## src/rtl/fetch_stage.sv

```systemverilog
// -----------------------------------------------------------------------------
// fetch_stage
//
// Instruction-fetch stage and IF/ID pipeline register. Holds the program
// counter and drives the instruction-memory address. The word that follows an
// immediate-carrying opcode is tagged so decode never treats it as an opcode.
// Taken branches redirect the PC and insert a plain bubble. An accepted
// external interrupt inserts a marked bubble that carries the return address.
//
// Ports
//   clk               in   clock, rising-edge
//   reset             in   asynchronous, active-low reset
//   stall             in   hazard hold (PC, state, IF/ID frozen)
//   branch_taken      in   redirect request from a later stage
//   branch_target     in   redirect address
//   interrupt         in   external interrupt line (rising edge = request)
//   imem_data         in   instruction word at imem_addr (same cycle)
//   imem_addr         out  current PC
//   if_id_instruction out  latched word
//   if_id_pc_plus1    out  address after latched word / interrupt return addr
//   if_id_valid       out  slot holds a real word or an interrupt bubble
//   if_id_is_imm      out  latched word is immediate data
//   if_id_interrupt   out  slot is an interrupt bubble
// -----------------------------------------------------------------------------
module fetch_stage #(
  parameter int                    PC_WIDTH        = 32,
  parameter logic [PC_WIDTH-1:0]   RESET_VECTOR    = '0,
  parameter logic [PC_WIDTH-1:0]   INT_VECTOR      = PC_WIDTH'(1),
  parameter logic [15:0]           IMM_OPCODE_MASK = 16'h0C00
) (
  input  logic                clk,
  input  logic                reset,
  input  logic                stall,
  input  logic                branch_taken,
  input  logic [PC_WIDTH-1:0] branch_target,
  input  logic                interrupt,
  input  logic [15:0]         imem_data,
  output logic [PC_WIDTH-1:0] imem_addr,
  output logic [15:0]         if_id_instruction,
  output logic [PC_WIDTH-1:0] if_id_pc_plus1,
  output logic                if_id_valid,
  output logic                if_id_is_imm,
  output logic                if_id_interrupt
);

  // NORMAL: next fetched word is an opcode. IMM_WAIT: next word is immediate.
  typedef enum logic {
    NORMAL   = 1'b0,
    IMM_WAIT = 1'b1
  } state_t;

  state_t              state_q, state_d;
  logic [PC_WIDTH-1:0] pc_q, pc_d;
  logic                int_q, int_q_d;
  logic                int_pend_q, int_pend_d;
  logic [15:0]         instr_q, instr_d;
  logic [PC_WIDTH-1:0] pcp1_q, pcp1_d;
  logic                valid_q, valid_d;
  logic                is_imm_q, is_imm_d;
  logic                intr_q, intr_d;

  logic                int_rise;
  logic                opcode_has_imm;
  logic [PC_WIDTH-1:0] pc_inc;

  assign int_rise       = interrupt & ~int_q;
  assign opcode_has_imm = IMM_OPCODE_MASK[imem_data[15:12]];
  // Wraps modulo 2^PC_WIDTH by construction.
  assign pc_inc         = pc_q + PC_WIDTH'(1);

  always_comb begin
    state_d    = state_q;
    pc_d       = pc_q;
    instr_d    = instr_q;
    pcp1_d     = pcp1_q;
    valid_d    = valid_q;
    is_imm_d   = is_imm_q;
    intr_d     = intr_q;
    // The edge detector keeps sampling and new requests are latched even
    // while stalled or redirecting; repeated edges simply merge.
    int_q_d    = interrupt;
    int_pend_d = int_pend_q | int_rise;

    if (branch_taken) begin
      // Redirect wins over stall: the target must be fetched next cycle.
      pc_d     = branch_target;
      state_d  = NORMAL;
      instr_d  = 16'h0000;
      pcp1_d   = '0;
      valid_d  = 1'b0;
      is_imm_d = 1'b0;
      intr_d   = 1'b0;
    end else if (stall) begin
      // Hold everything; only the interrupt capture above advances.
    end else if (int_pend_q && (state_q == NORMAL)) begin
      // The word at PC is not consumed, so PC itself is the return address.
      instr_d    = 16'h0000;
      pcp1_d     = pc_q;
      valid_d    = 1'b1;
      is_imm_d   = 1'b0;
      intr_d     = 1'b1;
      pc_d       = INT_VECTOR;
      int_pend_d = int_rise;
    end else begin
      instr_d  = imem_data;
      pcp1_d   = pc_inc;
      valid_d  = 1'b1;
      intr_d   = 1'b0;
      pc_d     = pc_inc;
      if (state_q == IMM_WAIT) begin
        // Immediate data: never decoded as an opcode.
        is_imm_d = 1'b1;
        state_d  = NORMAL;
      end else begin
        is_imm_d = 1'b0;
        state_d  = opcode_has_imm ? IMM_WAIT : NORMAL;
      end
    end
  end

  always_ff @(posedge clk or negedge reset) begin
    if (!reset) begin
      state_q    <= NORMAL;
      pc_q       <= RESET_VECTOR;
      int_q      <= 1'b0;
      int_pend_q <= 1'b0;
      instr_q    <= 16'h0000;
      pcp1_q     <= '0;
      valid_q    <= 1'b0;
      is_imm_q   <= 1'b0;
      intr_q     <= 1'b0;
    end else begin
      state_q    <= state_d;
      pc_q       <= pc_d;
      int_q      <= int_q_d;
      int_pend_q <= int_pend_d;
      instr_q    <= instr_d;
      pcp1_q     <= pcp1_d;
      valid_q    <= valid_d;
      is_imm_q   <= is_imm_d;
      intr_q     <= intr_d;
    end
  end

  assign imem_addr         = pc_q;
  assign if_id_instruction = instr_q;
  assign if_id_pc_plus1    = pcp1_q;
  assign if_id_valid       = valid_q;
  assign if_id_is_imm      = is_imm_q;
  assign if_id_interrupt   = intr_q;

endmodule

```

## config.mk

```make
export PLATFORM = sky130hd
export DESIGN_NAME = fetch_stage
export DESIGN_NICKNAME = d
export VERILOG_FILES = /design/src/rtl/fetch_stage.sv
export SDC_FILE = /design/constraint.sdc
export NUM_CORES = 1
export LEC_CHECK = 0
export ABC_CLOCK_PERIOD_IN_PS = 6000
export CAP_MARGIN = 20
export CELL_PAD_IN_SITES_DETAIL_PLACEMENT = 0
export CELL_PAD_IN_SITES_GLOBAL_PLACEMENT = 1
export CORE_ASPECT_RATIO = 0.7
export CORE_MARGIN = 2
export CORE_UTILIZATION = 38
export DETAILED_ROUTE_END_ITERATION = 6
export PLACE_DENSITY = 0.86
export SLEW_MARGIN = 20
export SYNTH_ARGS = -nofsm -noshare
export SYNTH_HDL_FRONTEND = slang
export SYNTH_SLANG_ARGS = --single-unit
```

## constraint.sdc

```tcl
create_clock -name clk -period 6 [get_ports clk]
set_input_delay 0.6 -clock clk [delete_from_list [all_inputs] [get_ports clk]]
set_output_delay 0.6 -clock clk [all_outputs]
set_load 0.01 [all_outputs]
```

==> flow_metrics.py <==
metrics = {
    "status": {
        "status": "finished, final reports clean",
    },
    "critical_path": {
        "critical-path-slowest-cell": "nand2_1",
        "worstSetupPathType": "in -> reg",
        "cp-start-kind": "input port",
        "cp-end-kind": "register",
        "worstPathArrival_ns": 3.38,
        "slowest_delay_ns": 0.75,
        "worstPathCellList": "clkdlybuf4s50_1 -> buf_4 -> inv_2 -> nand2_1 -> nor4_1 -> a21oi_1 -> o31ai_1",
        "critPathMaxFanout": 56,
        "crit_required_ns": 6.24,
    },
    "global_route": {
        "overflow": 0,
        "grt_max_degree": 87,
        "grt_pass1_wl_mm": 23.0,
        "grt_pass1_vias": 4357,
        "antenna_found_initial": 0,
        "grt_usage_pct": 21.8,
    },
    "timing": {
        "maxSlewViolCount": 0,
        "relSlewSlack_pct": 29.6,
        "fin_skew_ns": 0.00817,
        "whs_ns": 0.307,
        "finalHoldViolations": 0,
        "rsz0062_at_grt": "false",
        "finalSetupViolCount": 0,
        "fin_crit_sh_pct": 52.3,
        "timing.final.crit_period_ns": 3.14,
        "tns_ns": 0,
        "max_freq_ghz": 0.319,
        "worstMarginPinSlew_ns": 1.05,
    },
    "cts": {
        "cts_tree": "yes",
        "cts_buffer_depth": 2,
        "postCtsSetupBuffers": 0,
        "htree_levels": 3,
        "clockRootBuffer": "clkbuf_16",
        "clock-sinks": 86,
        "ctsHoldBuffers": 0,
        "cts_buffers": 9,
        "clk_latency_ns": 0.35,
        "cts_resized": 0,
        "path_clk_slew_ns": 0.07,
    },
    "place": {
        "place_area_sq_um": 6080,
        "dpl.hpwl_mm": 9.25,
        "dp.cells": 772,
        "port-buffer-count": 135,
        "gp_congestion": 0.850,
    },
    "finish": {
        "fin_area_sq_um": 6360,
        "final_nets": 681,
        "drive_gt1_share_pct": 5.23,
        "diodes": 0,
        "nFillCells": 1076,
        "area_growth_pct": 35.2,
        "final_cells": 788,
        "mostFrequentLayoutCell": "clkdlybuf4s50_1",
        "mostFrequentLayoutCells": "133 x clkdlybuf4s50_1, 86 x dfrtp_1, 54 x nor2_1, 46 x nand2_1, 33 x o21ai_0",
        "multi_input_area_sq_um": 2330,
        "seq_area_sq_um": 2150,
    },
    "logic_synthesis": {
        "avgSynthCellArea_sq_um": 8.98,
        "synth-seq-cells": 86,
        "synthCells": 524,
        "synth_seq_area_share_pct": 45.7,
        "ys.flop_type": "dfrtp_1",
        "synthDistinctLibCells": 48,
        "synth_edf_count": 0,
        "ys_warn_count": 0,
        "synth_area_sq_um": 4700,
        "async_flop_share_pct": 100,
        "synth_nets": 579,
    },
    "route": {
        "viasPerCell": 5.72,
        "via_count": 4504,
        "drtIter0Drc": 486,
        "routed_wl_mm": 14.1,
        "antenna_left": 0,
        "wl_per_cell_um": 17.9,
        "drt_drc_violations_left": 0,
        "dr.pass1.iters": 6,
    },
    "worst_hold_path": {
        "hold_path_class": "in -> async",
    },
    "die": {
        "rows": 33,
        "die_area_sq_um": 13300,
        "die_w_um": 137,
        "die_y_um": 97.1,
        "core_sq_um": 11900,
        "start_util_pct": 39.6,
        "io_pins": 136,
    },
    "power": {
        "switching_share_pct": 30.7,
        "switchingPower_mw": 0.475,
        "p_seq_share_pct": 44.7,
        "finalPower_mw": 1.55,
        "combPwrFrac_pct": 21.1,
        "cell_internal_pwr_mw": 1.07,
        "leakagePower_nw": 2.54,
        "p_clk_share_pct": 34.1,
        "peakVddDrop_v": 0.000150,
        "p_per_area_nw_per_um2": 244,
    },
    "flow_run": {
        "cap_violations": 0,
    },
}
-- worst paths after layout --
| check | from | cells after the start | endpoint | slack, ns |
|---|---|---|---|---|
| max | stall | 7 | imem_addr[12] | 2.86 |
| min | reset | 1 | imem_addr[20] | 0.31 |
| max reg2reg | state_q | 6 | imem_addr[16] | 2.91 |
| min reg2reg | int_q | 1 | int_pend_q | 0.44 |
| max in group asynchronous | reset | 1 | imem_addr[27] | 5.15 |
| min in group clk | int_q | 1 | int_pend_q | 0.44 |
-- synth_stat cells, types with 3 or more instances --
cell type,number,share of area (%)
a211oi_1,14,2.2
a21o_1,4,0.64
a21oi_1,31,3.3
a22o_1,17,3.2
a22oi_1,3,0.48
a2bb2oi_1,6,1.1
a31oi_1,11,1.5
and3_1,6,0.80
and4_1,4,0.74
buf_1,6,0.48
buf_2,11,1.2
clkbuf_1,30,2.4
dfrtp_1,86,46
inv_1,8,0.64
mux2i_1,12,2.6
nand2_1,46,3.7
nand3_1,25,2.7
nand4_1,19,2.5
nor2_1,55,4.4
nor3_1,12,1.3
nor4_1,11,1.5
o211ai_1,5,0.80
o21a_1,5,0.80
o21ai_0,33,3.5
or2_2,3,0.40
or3_1,6,0.80
or4_1,5,0.80
xnor2_1,13,2.4
xor2_1,12,2.2
-- flip-flops by register name, summed over array words and instances (netlist names) --
register and cells:
int_q 1, if_id_instruction 16, if_id_is_imm 1, if_id_pc_plus1 32
if_id_valid 1, int_pend_q 1, imem_addr 32, state_q 1
if_id_interrupt 1
-- power groups by stage --
stage / logic [mW] / clock network (mW) / registers [mW]
5_1_grt: 0.358 / 0.563 / 0.701
3_3_place_gp: 0.322 / 0 / 0.700
6_report: 0.327 / 0.529 / 0.693
4_1_cts: 0.328 / 0.540 / 0.691
3_5_place_dp: 0.327 / 0 / 0.701
2_1_floorplan: 0.153 / 0 / 0.693
-- per-layer routing --
| metal | vias up | GRT usage [%] | routed length [um] |
|---|---|---|---|
| met1 | 2156 | 33.4 | 6780 |
| li1 | 2123 | - | - |
| met4 | 0 | 5.63 | 191 |
| met2 | 204 | 29.9 | 5800 |
| met3 | 21 | 6.47 | 1340 |
| met5 | - | 0 | 0 |
-- cell families (layout without fill, tap and decap cells) --
kind of cell	Yosys count	after routing	share of synthesized area, %
AND/OR/NAND/NOR	200	200	21.4
flip-flops	86	86	45.7
AO/OA/AOI/OAI	142	142	20.0
buffers and inverters	56	163	4.84
adder cells (fa/ha/maj)	2	2	0.532
XOR/XNOR	25	25	4.65
multiplexers	13	13	2.79
-- area by class of cell --
| type | instances | area share (%) |
|---|---|---|
| Tap cell | 157 | 3.09 |
| Timing Repair Buffer | 139 | 21.7 |
| Clock inverter | 6 | 0.708 |
| Inverter | 8 | 0.472 |
| Clock buffer | 10 | 3.60 |
| Multi-Input combinational cell | 382 | 36.6 |
| Sequential cell | 86 | 33.8 |
-- stage by stage --
stage | utilization [%] | worst slack (ns)
floorplan | - | 3.84
global placement | 51.1 | 2.64
CTS | 53.4 | 2.88
detailed placement | 51.1 | 2.52
finish | 53.5 | 2.86
global route | 53.5 | 2.56
-- worst max-delay path, delay by kind of cell --
kind,cells,cell delay (ns)
and+or+nand+nor,2,1.17
AOI/OAI and AO/OA,2,0.18
buffers and inverters,3,1.41
Power figures use the tool's default switching activity.
==> RTL edit: new RTL, config.mk and constraints unchanged <==
Take the reset off `instr_q` and load it in a clocked block of its own.
--- a/src/rtl/fetch_stage.sv
+++ b/src/rtl/fetch_stage.sv
@@ -124,7 +124,6 @@
       pc_q       <= RESET_VECTOR;
       int_q      <= 1'b0;
       int_pend_q <= 1'b0;
-      instr_q    <= 16'h0000;
       pcp1_q     <= '0;
       valid_q    <= 1'b0;
       is_imm_q   <= 1'b0;
@@ -134,12 +133,15 @@
       pc_q       <= pc_d;
       int_q      <= int_q_d;
       int_pend_q <= int_pend_d;
-      instr_q    <= instr_d;
       pcp1_q     <= pcp1_d;
       valid_q    <= valid_d;
       is_imm_q   <= is_imm_d;
       intr_q     <= intr_d;
     end
+  end
+
+  always_ff @(posedge clk) begin
+    instr_q <= instr_d;
   end
 
   assign imem_addr         = pc_q;
Formal check against the unedited RTL: not equivalent (a bounded check fails within 4 cycles, from zero or initial values and one cycle with reset low).
==> RTL edit against the unedited design <==
Power rose by 7.2%. Clock power is 18% higher. Synthesized cell count up 8.0%. Critical path type is now reg -> reg. Final cell count up 6.6%. Worst setup slack improved by 0.28 ns. Clock skew down 0.0034 ns. Wire length increased by 4.6%. Sequential cell count unchanged. Final area up 2.2%. Sequential share of layout area decreased by 2.0 points. Worst hold slack improved by 0.11 ns. Synthesized area increased by 0.72%. Non-clock buffer count grew 5. Via count is 5.2% higher.
==> RTL edit: results (changes against the unedited design) <==
data arrival time of the critical path 3.12 ns (-0.26 ns); all-layer global routing usage 0.2252 (+0.006817); Via-to-Cell Ratio 5.643 (-1.3%); Max rail drop VDD 0.0001441 V (-4.1%); pin count of the biggest net entering global routing 76 (-13%); wire length of the first global-routing pass 23570 um (+2.6%); final clock skew 0.004795 ns (-0.003376 ns); status finished, final reports clean; slowest stage cell, crit path sky130_fd_sc_hd__nor2_1; number of nets in the final layout 728 (+6.9%); starting DRC count in detailed routing 360 (-26%); insertion delay to the later sink of the worst-skew pair 0.35 ns (about the same); headroom to the max-slew limit 0.3278 (+0.03224); Post-DP HPWL 10300 um (+11%); maximum number of buffers from clock root to sink 2 (unchanged); sequential fraction of the synthesis area 0.4373 (-0.02016); crit path max fanout 15 (-73%); via count of the first global-routing pass 4522 (+3.8%); type of the tightest min-delay check reg -> reg; post-place instance area 6166 sq um (+1.4%); peak per-stage delay on the critical path 0.80 ns (+0.05 ns); net count after synthesis 621 (+7.3%); asr flop ratio synth 0.8140 (-0.1860); Filler Cells Inserted 1117 (+3.8%); top cells by instance count after synthesis 91 x sky130_fd_sc_hd__nand2_1, 70 x sky130_fd_sc_hd__dfrtp_1, 53 x sky130_fd_sc_hd__nor2_1, 50 x sky130_fd_sc_hd__o21ai_0, 36 x sky130_fd_sc_hd__clkbuf_1; share of final-layout standard cells stronger than drive strength 1 0.05605 (+0.003749); Initial DRT Pass Iterations 5 (-1); cells taking the most area after synthesis sky130_fd_sc_hd__dfrtp_1 37%, sky130_fd_sc_hd__nand2_1 7.2%, sky130_fd_sc_hd__dfxtp_1 6.8%; number of unique standard cell types used by synthesis 47 (-2.1%); leakage power 2.491 nW (-1.8%); routability cong. 0.8694 (+2.2%); Routed Wire Length 14760 um (+4.6%)
==> RTL edit: changes by cell type after synthesis, sizes merged, moves of 9 or more <==
cell / unedited run / this run
o21ai: 33 / 50
dfrtp: 86 / 70
a21oi: 31 / 22
dfxtp: 0 / 16
a22o: 17 / 0
nand2: 46 / 91
==> RTL edit: final cells by class <==
class / instances / area (sq um) / share of cell area
timing repair buffer: 144 / 1409 / 0.2167
clock buffer: 11 / 275.3 / 0.04233
sequential: 86 / 2072 / 0.3186
clock inverter: 5 / 61.31 / 0.009429
multi-input combinational: 423 / 2449 / 0.3766
inverter: 9 / 33.78 / 0.005195
tap: 162 / 202.7 / 0.03117
==> RTL edit: critical path: cells and delay by family, from the launching register on <==
family,cells,cell delay [ns]
DFF,1,0.48
AOI/OAI and AO/OA,1,0.21
buffers and inverters,1,0.20
and+or+nand+nor,3,1.48
adders and majority gates,1,0.40
==> RTL edit: where the power goes <==
group	switching (mW)	leakage, nW	internal [mW]	total (mW)
clock	0.248	0.155	0.375	0.623
combinational	0.172	1.32	0.174	0.345
sequential	0.0681	1.02	0.625	0.693
total	0.488	2.49	1.17	1.66
==> RTL edit: final timing paths <==
check / start / endpoint / slack (ns) / depth (start not counted)
worst max-delay path: imem_addr[0]$_DFFE_PN0P_ / imem_addr[26]$_DFFE_PN0P_ / 3.14 / 6
worst min-delay path: int_q$_DFF_PN0_ / int_pend_q$_DFF_PN0_ / 0.42 / 1
worst max register to register: imem_addr[0]$_DFFE_PN0P_ / imem_addr[26]$_DFFE_PN0P_ / 3.14 / 6
worst min register to register: int_q$_DFF_PN0_ / int_pend_q$_DFF_PN0_ / 0.42 / 1
max in group asynchronous: reset / state_q$_DFFE_PN0P_ / 4.93 / 2
min in group asynchronous: reset / if_id_pc_plus1[23]$_DFFE_PN0P_ / 0.48 / 2
==> RTL edit: kinds of logic after synthesis <==
logic type | share of synthesized area
DFF | 0.4373
buffers and inverters | 0.04700
muxes | 0.01505
xor gates and xnor gates | 0.04991
adders and majority gates | 0.005280
and+or+nand+nor | 0.2466
AOI/OAI and AO/OA | 0.1988
==> RTL edit: metrics by stage <==
step	worst slack, ns	utilization	cells	hold slack, ns
after detailed placement	2.823	0.5015	824	0.4116
final	3.138	0.5289	840	0.4178
after global routing	2.885	0.5289	840	0.4241
after CTS	3.182	0.5289	840	0.4203
after floorplan	3.739	-	566	0.3044
after global placement	2.940	0.5015	824	0.4032
==> RTL edit: routing by layer <==
metal | wire length (um) | up-vias | GRT usage
met5 | 0 | - | 0
met4 | 233 | 0 | 0.05948
met3 | 1188 | 21 | 0.05790
met2 | 6377 | 195 | 0.3314
met1 | 6958 | 2272 | 0.3276
li1 | - | 2252 | -
